<file path="src/rtl/pipelined_barrel_shifter_pkg.sv">
// Shared types and sizing helpers for the pipelined barrel shifter.
// Rotate support is selected at build time with SHIFTER_ROTATE_EN.
package shifter_pkg;

  typedef enum logic [1:0] {
    OP_SLL = 2'b00,
    OP_SRL = 2'b01,
    OP_SRA = 2'b10,
    OP_ROR = 2'b11
  } shift_op_e;

  function automatic int calc_lvl(input int bitwidth);
    return $clog2(bitwidth);
  endfunction

  function automatic int calc_nstage(input int lvl, input int levels_per_stage);
    return (lvl + levels_per_stage - 1) / levels_per_stage;
  endfunction

  localparam int DEF_BITWIDTH = 32;
  localparam int DEF_TAG_W    = 5;
  localparam int DEF_LPS      = 2;
  localparam int DEF_LVL      = calc_lvl(DEF_BITWIDTH);
  localparam int DEF_NSTAGE   = calc_nstage(DEF_LVL, DEF_LPS);

  // Payload for the default configuration; parametrised builds define a matching layout.
  typedef struct packed {
    logic [DEF_BITWIDTH-1:0] data;
    shift_op_e               op;
    logic [DEF_LVL-1:0]      shamt;
    logic                    sign;
    logic [DEF_TAG_W-1:0]    tag;
  } stage_payload_t;

endpackage

</file>
<file path="src/rtl/pipelined_barrel_shifter_if.sv">
// Request/result bus of the pipelined barrel shifter, including the flush control.
interface pipelined_barrel_shifter_if #(
  parameter int BITWIDTH = 32,
  parameter int TAG_W    = 5
);
  import shifter_pkg::*;

  localparam int LVL = calc_lvl(BITWIDTH);

  logic                flush;
  logic                in_valid;
  logic                in_ready;
  logic [BITWIDTH-1:0] in_data;
  logic [1:0]          in_op;
  logic [LVL-1:0]      in_shamt;
  logic [TAG_W-1:0]    in_tag;
  logic                out_valid;
  logic                out_ready;
  logic [BITWIDTH-1:0] out_data;
  logic [TAG_W-1:0]    out_tag;

  modport master (
    output flush, in_valid, in_data, in_op, in_shamt, in_tag, out_ready,
    input  in_ready, out_valid, out_data, out_tag
  );

  modport slave (
    input  flush, in_valid, in_data, in_op, in_shamt, in_tag, out_ready,
    output in_ready, out_valid, out_data, out_tag
  );

endinterface

</file>
<file path="src/rtl/pipelined_barrel_shifter_stage.sv">
// Combinational slice applying mux levels FIRST_LVL .. FIRST_LVL+NUM_LVL-1 to a payload.
// ROR is only built when SHIFTER_ROTATE_EN is defined; otherwise op 11 behaves as SRL.
module shifter_stage
  import shifter_pkg::*;
#(
  parameter int  BITWIDTH  = 32,
  parameter int  FIRST_LVL = 0,
  parameter int  NUM_LVL   = 1,
  parameter type payload_t = stage_payload_t
) (
  input  payload_t stage_in,
  output payload_t stage_out
);

  logic [BITWIDTH-1:0] data_lvl;

  // SRA fills from the sign captured at entry, not from the partial result.
  function automatic logic [BITWIDTH-1:0] shift_level(
    input logic [BITWIDTH-1:0] d,
    input shift_op_e           op,
    input logic                sign,
    input int                  amt
  );
    logic [BITWIDTH-1:0] fill;
    fill = ~({BITWIDTH{1'b1}} >> amt);
    case (op)
      OP_SLL:  return d << amt;
      OP_SRA:  return (d >> amt) | (sign ? fill : '0);
`ifdef SHIFTER_ROTATE_EN
      OP_ROR:  return (d >> amt) | (d << (BITWIDTH - amt));
`endif
      default: return d >> amt;
    endcase
  endfunction

  always_comb begin
    stage_out = stage_in;
    data_lvl  = stage_in.data;
    for (int j = 0; j < NUM_LVL; j++) begin
      if (stage_in.shamt[FIRST_LVL + j]) begin
        data_lvl = shift_level(data_lvl, stage_in.op, stage_in.sign, 1 << (FIRST_LVL + j));
      end
    end
    stage_out.data = data_lvl;
  end

endmodule

</file>
<file path="src/rtl/pipelined_barrel_shifter.sv">
// Pipelined SLL/SRL/SRA(/ROR) barrel shifter with valid/ready, global stall and tag sideband.
// Build option: SHIFTER_ROTATE_EN enables ROR for op 11 (otherwise decoded as SRL).
module pipelined_barrel_shifter
  import shifter_pkg::*;
#(
  parameter int BITWIDTH         = 32,
  parameter int LEVELS_PER_STAGE = 2,
  parameter int TAG_W            = 5
) (
  input logic                        clk,
  input logic                        rst,
  pipelined_barrel_shifter_if.slave  bus
);

  localparam int LVL    = calc_lvl(BITWIDTH);
  localparam int NSTAGE = calc_nstage(LVL, LEVELS_PER_STAGE);

  typedef struct packed {
    logic [BITWIDTH-1:0] data;
    shift_op_e           op;
    logic [LVL-1:0]      shamt;
    logic                sign;
    logic [TAG_W-1:0]    tag;
  } payload_t;

  payload_t          entry;
  payload_t          stage_in  [NSTAGE];
  payload_t          stage_out [NSTAGE];
  payload_t          payload_p [NSTAGE];
  logic [NSTAGE-1:0] vld_p;
  logic              stall;

  assign stall         = vld_p[NSTAGE-1] & ~bus.out_ready;
  assign bus.in_ready  = ~stall;
  assign bus.out_valid = vld_p[NSTAGE-1];
  assign bus.out_data  = payload_p[NSTAGE-1].data;
  assign bus.out_tag   = payload_p[NSTAGE-1].tag;

  always_comb begin
    entry.data  = bus.in_data;
    entry.op    = shift_op_e'(bus.in_op);
    entry.shamt = bus.in_shamt;
    entry.sign  = bus.in_data[BITWIDTH-1];
    entry.tag   = bus.in_tag;
  end

  for (genvar k = 0; k < NSTAGE; k++) begin : g_stage
    localparam int FL = k * LEVELS_PER_STAGE;
    localparam int NL = (FL + LEVELS_PER_STAGE > LVL) ? (LVL - FL) : LEVELS_PER_STAGE;

    if (k == 0) begin : g_first
      assign stage_in[k] = entry;
    end else begin : g_next
      assign stage_in[k] = payload_p[k-1];
    end

    shifter_stage #(
      .BITWIDTH  (BITWIDTH),
      .FIRST_LVL (FL),
      .NUM_LVL   (NL),
      .payload_t (payload_t)
    ) u_stage (
      .stage_in  (stage_in[k]),
      .stage_out (stage_out[k])
    );
  end

  // Stage boundaries: valid bits advance together unless the output is stalled.
  always_ff @(posedge clk) begin
    if (rst || bus.flush) begin
      vld_p <= '0;
    end else if (!stall) begin
      vld_p[0] <= bus.in_valid;
      for (int k = 1; k < NSTAGE; k++) begin
        vld_p[k] <= vld_p[k-1];
      end
    end
  end

  // Only the output stage payload is cleared so out_data/out_tag read zero after reset.
  always_ff @(posedge clk) begin
    for (int k = 0; k < NSTAGE - 1; k++) begin
      if (!stall) begin
        payload_p[k] <= stage_out[k];
      end
    end
    if (rst) begin
      payload_p[NSTAGE-1] <= '0;
    end else if (!stall) begin
      payload_p[NSTAGE-1] <= stage_out[NSTAGE-1];
    end
  end

endmodule

</file>
<file path="src/flat_wrapper.sv">
// flat-port wrapper written by rule: the top's interface ports become plain ports
module pipelined_barrel_shifter_flat import shifter_pkg::*;
#(
  parameter int BITWIDTH         = 32,
  parameter int LEVELS_PER_STAGE = 2,
  parameter int TAG_W            = 5
)
  (clk, rst, bus_flush, bus_in_valid, bus_in_data, bus_in_op, bus_in_shamt, bus_in_tag, bus_out_ready, bus_in_ready, bus_out_valid, bus_out_data, bus_out_tag);
  pipelined_barrel_shifter_if #(.BITWIDTH(BITWIDTH), .TAG_W(TAG_W)) bus_i ();
  input logic clk;
  input logic rst;
  input wire logic [$bits(bus_i.flush)-1:0] bus_flush;
  input wire logic [$bits(bus_i.in_valid)-1:0] bus_in_valid;
  input wire logic [$bits(bus_i.in_data)-1:0] bus_in_data;
  input wire logic [$bits(bus_i.in_op)-1:0] bus_in_op;
  input wire logic [$bits(bus_i.in_shamt)-1:0] bus_in_shamt;
  input wire logic [$bits(bus_i.in_tag)-1:0] bus_in_tag;
  input wire logic [$bits(bus_i.out_ready)-1:0] bus_out_ready;
  output wire logic [$bits(bus_i.in_ready)-1:0] bus_in_ready;
  output wire logic [$bits(bus_i.out_valid)-1:0] bus_out_valid;
  output wire logic [$bits(bus_i.out_data)-1:0] bus_out_data;
  output wire logic [$bits(bus_i.out_tag)-1:0] bus_out_tag;
  assign bus_i.flush = bus_flush;
  assign bus_i.in_valid = bus_in_valid;
  assign bus_i.in_data = bus_in_data;
  assign bus_i.in_op = bus_in_op;
  assign bus_i.in_shamt = bus_in_shamt;
  assign bus_i.in_tag = bus_in_tag;
  assign bus_i.out_ready = bus_out_ready;
  assign bus_in_ready = bus_i.in_ready;
  assign bus_out_valid = bus_i.out_valid;
  assign bus_out_data = bus_i.out_data;
  assign bus_out_tag = bus_i.out_tag;
  pipelined_barrel_shifter #(.BITWIDTH(BITWIDTH), .LEVELS_PER_STAGE(LEVELS_PER_STAGE), .TAG_W(TAG_W)) u_core (.clk(clk), .rst(rst), .bus(bus_i));
endmodule
</file>
<file path="config.mk">
export PLATFORM = sky130hd
export DESIGN_NAME = pipelined_barrel_shifter_flat
export DESIGN_NICKNAME = d
export VERILOG_FILES = /design/src/rtl/pipelined_barrel_shifter_pkg.sv /design/src/rtl/pipelined_barrel_shifter_if.sv /design/src/rtl/pipelined_barrel_shifter_stage.sv /design/src/rtl/pipelined_barrel_shifter.sv /design/src/flat_wrapper.sv
export SDC_FILE = /design/constraint.sdc
export NUM_CORES = 1
export LEC_CHECK = 0
export ABC_AREA = 1
export ABC_CLOCK_PERIOD_IN_PS = 2100
export CAP_MARGIN = 30
export CORE_ASPECT_RATIO = 1.5
export CORE_MARGIN = 2
export CORE_UTILIZATION = 45
export CTS_CLUSTER_SIZE = 8
export DETAILED_ROUTE_END_ITERATION = 10
export GPL_TIMING_DRIVEN = 1
export PLACE_DENSITY = 0.69
export SLEW_MARGIN = 20
export SYNTH_ARGS = -nofsm -noshare
export SYNTH_HDL_FRONTEND = slang
export SYNTH_SLANG_ARGS = --single-unit
</file>
<file path="constraint.sdc">
create_clock -name clk -period 2.1 [get_ports clk]
set_input_delay 0.525 -clock clk [delete_from_list [all_inputs] [get_ports clk]]
set_output_delay 0.525 -clock clk [all_outputs]
set_load 0.005 [all_outputs]
</file>
==> results of run 1 <==
routing by layer:
metal / part of all wire / wire [um] / vias to the layer above
met3: 0.045 / 728 / 44
li1: - / - / 3139
met4: 0.041 / 654 / 0
met2: 0.52 / 8370 / 210
met5: 0 / 0 / -
met1: 0.39 / 6250 / 2801
path summary, 6_finish.rpt:
path / startpoint / to / depth (start not counted)
max: bus_out_ready / bus_in_ready / 4
min: u_core.payload_p[0][3] / u_core.payload_p[1][3] / 0
max reg2reg: u_core.payload_p[0][11] / u_core.payload_p[1][26] / 5
min reg2reg: u_core.payload_p[0][3] / u_core.payload_p[1][3] / 0
what timing repair did:
item	CTS	global route
gates resized for setup	1	0
buffers inserted	0	0
endpoints found under the setup margin	1	0
critical path: stages:
cell and delay, ns:
clkdlybuf4s50_1 0.41, nor2_2 0.16, inv_4 0.05, dlygate4sd2_1 0.26
layout make-up:
type	count	area, um^2	share of cell area
flip-flops and latches	124	3690	0.410
multi-input cells	619	3020	0.335
repair buffers	121	1240	0.137
clock buffers	20	437	0.0484
well taps	206	258	0.0286
inverters	65	246	0.0273
clock inverters	12	124	0.0137
power groups by stage:
stage,sequential (mW),combinational (mW),clock (mW)
after floorplan,3.15,0.727,0
after global placement,3.20,1.13,0
after detailed placement,3.20,1.15,0
after CTS,3.15,1.15,2.78
after global routing,3.17,1.30,2.89
final,3.15,1.15,2.73
sequential cells by signal, indices dropped and copies added (netlist names):
register	cells
u_core.payload_p	121
u_core.vld_p	3
cells in the final DEF, fill, tap and decap left out, drive strengths merged:
cell type	netlist	layout
nand3	261	261
clkinvlp	0	1
a211oi	16	16
buf	47	34
dlygate4sd2	0	1
clkinv	0	9
clkbuf	7	20
o21a	1	1
nor3	5	5
edfxtp	121	121
a21oi	21	21
nand2	172	172
inv	65	65
clkdlybuf4s50	0	86
nor2	65	65
bufinv	0	2
o21ai	25	25
dfxtp	3	3
or2	53	53
logic make-up after synthesis:
kind of cell	after synthesis
and+or+nand+nor	556
DFF	124
buffers and inverters	119
AOI/OAI and AO/OA	63
==> impl_metrics.py, run 1 <==
metrics = {
    "cts": {
        "clkSinkCount": 124,
        "clock_latency_ns": 0.41,
        "cts_tree": "done",
        "cts.hold.buffers_added": 0,
        "cts-htree-levels": 4,
        "cts.clk_slew.worst_paths_ns": 0.06,
        "numCtsBuffers": 17,
        "cts-root-buf": "clkbuf_16",
        "cts_buffer_depth": 2,
    },
    "final_layout": {
        "areaGrowthSynthToFinish_pct": 23.4,
        "drive_above_1_share": 0.136,
        "fin_area_um2": 9010,
        "diodes": 0,
        "nNetsFinal": 997,
        "postLayoutCoreUtil": 0.562,
        "stdcell_count": 1167,
        "n_fill_cell": 1495,
    },
    "pwr": {
        "switching_share": 0.250,
        "ir_worst_vdd_mv": 0.494,
        "combinationalPowerShare": 0.164,
        "p_per_area_nw_per_um2": 781,
        "p_seq_frac": 0.448,
        "p_clk_frac": 0.388,
        "fin_total_pwr_mw": 7.04,
        "leakage_nw": 3.86,
        "p_int_mw": 5.28,
        "switchingPower_mw": 1.76,
    },
    "floorplanning": {
        "die_h_um": 160,
        "core_area_um2": 16000,
        "pin_count": 88,
        "die_w_um": 108,
        "rows": 57,
        "start_util": 0.455,
        "die_area_um2": 17300,
    },
    "logic_synthesis": {
        "synth_nets": 911,
        "synth_top_family_by_area": "simple AND/OR/NAND/NOR gates",
        "synth_compound_area_frac": 0.0490,
        "synth-simple-area-share": 0.364,
        "synthCells": 862,
        "synth_edf_count": 121,
        "ys_warn_count": 0,
        "synthMostInstantiatedCell": "nand3_1",
        "synth_adder_area_share": 0,
        "avgSynthCellArea_um2": 8.47,
        "synthFlopType": "edfxtp_1",
        "yosysTopAreaCell": "edfxtp_1",
        "ys_types": 27,
        "synthArstFlopShare": 0,
        "yosys-top-cells-area": "edfxtp_1 (50%), nand3_1 (17%), nand2_1 (8.7%)",
        "yosys-top-cells-count": "nand3_1 (253), nand2_1 (169), edfxtp_1 (121)",
        "synth-xor-area-share": 0,
        "synthMuxAreaShare": 0,
        "ys_seq_elements": 124,
        "syn-cell-area_um2": 7300,
        "synth_top_area_frac": 0.498,
        "ys_seq_area_frac": 0.506,
    },
    "global_route": {
        "grt-busiest-layer": "met2",
        "grt_max_degree": 61,
        "grt_pass1_vias": 5682,
        "track_usage": 0.196,
        "gr-usage-met1": 0.230,
        "grt_pass1_wl_um": 27100,
        "grt-ovfl-total": 0,
        "met3_usage": 0.0404,
        "grt_util_met2": 0.334,
        "antenna_found_initial": 0,
    },
    "timing": {
        "maxSlewHeadroom": 0.607,
        "fmax_mhz": 519,
        "setup_tns_ns": 0,
        "finClkSkew_ns": 0.00694,
        "slew_violations": 0,
        "fin_crit_sh": 0.918,
        "rsz0062_at_grt": "false",
        "holdWs_ns": 0.419,
        "worst_pin_slew_ns": 0.589,
        "min_period_ns": 1.93,
        "final.setup.worst_slack_ns": 0.172,
        "finalSetupViolCount": 0,
        "hold_viol": 0,
    },
    "worst_hold_path": {
        "hold_class": "flip-flop to flip-flop",
    },
    "detailed_routing": {
        "drtIter0Drc": 433,
        "vias": 6194,
        "post_drt_wl_per_cell_um": 13.7,
        "wirelength_um": 16000,
        "dr.pass1.iters": 5,
        "postRouteAntennaNets": 0,
        "viasPerCell": 5.31,
        "drc": 0,
    },
    "outcome": {
        "status": "finished, final reports clean",
    },
    "placement": {
        "port_buffers": 87,
        "place_inst": 1135,
        "post_dp_cell_area_um2": 8450,
        "dp_slack_ns": -0.0752,
        "dp_hpwl_um": 11900,
        "gp_congestion": 0.910,
    },
    "setup_path": {
        "crit_type": "input port to output port",
        "crit_path_end_kind": "output port",
        "start_kind": "input port",
        "r2r_slack_ns": 0.46,
        "arrival_ns": 1.40,
        "worstPathRequired_ns": 1.57,
        "crit_fanout": 2,
    },
    "job": {
        "drv_cap": 0,
    },
}
Power figures use the tool's default switching activity.
==> inputs of run 2 (changes only) <==
- CTS_CLUSTER_SIZE: 8 -> 14
==> results of run 2 <==
Same layout as run 1: the final DEF is identical, and so are final timing and power.
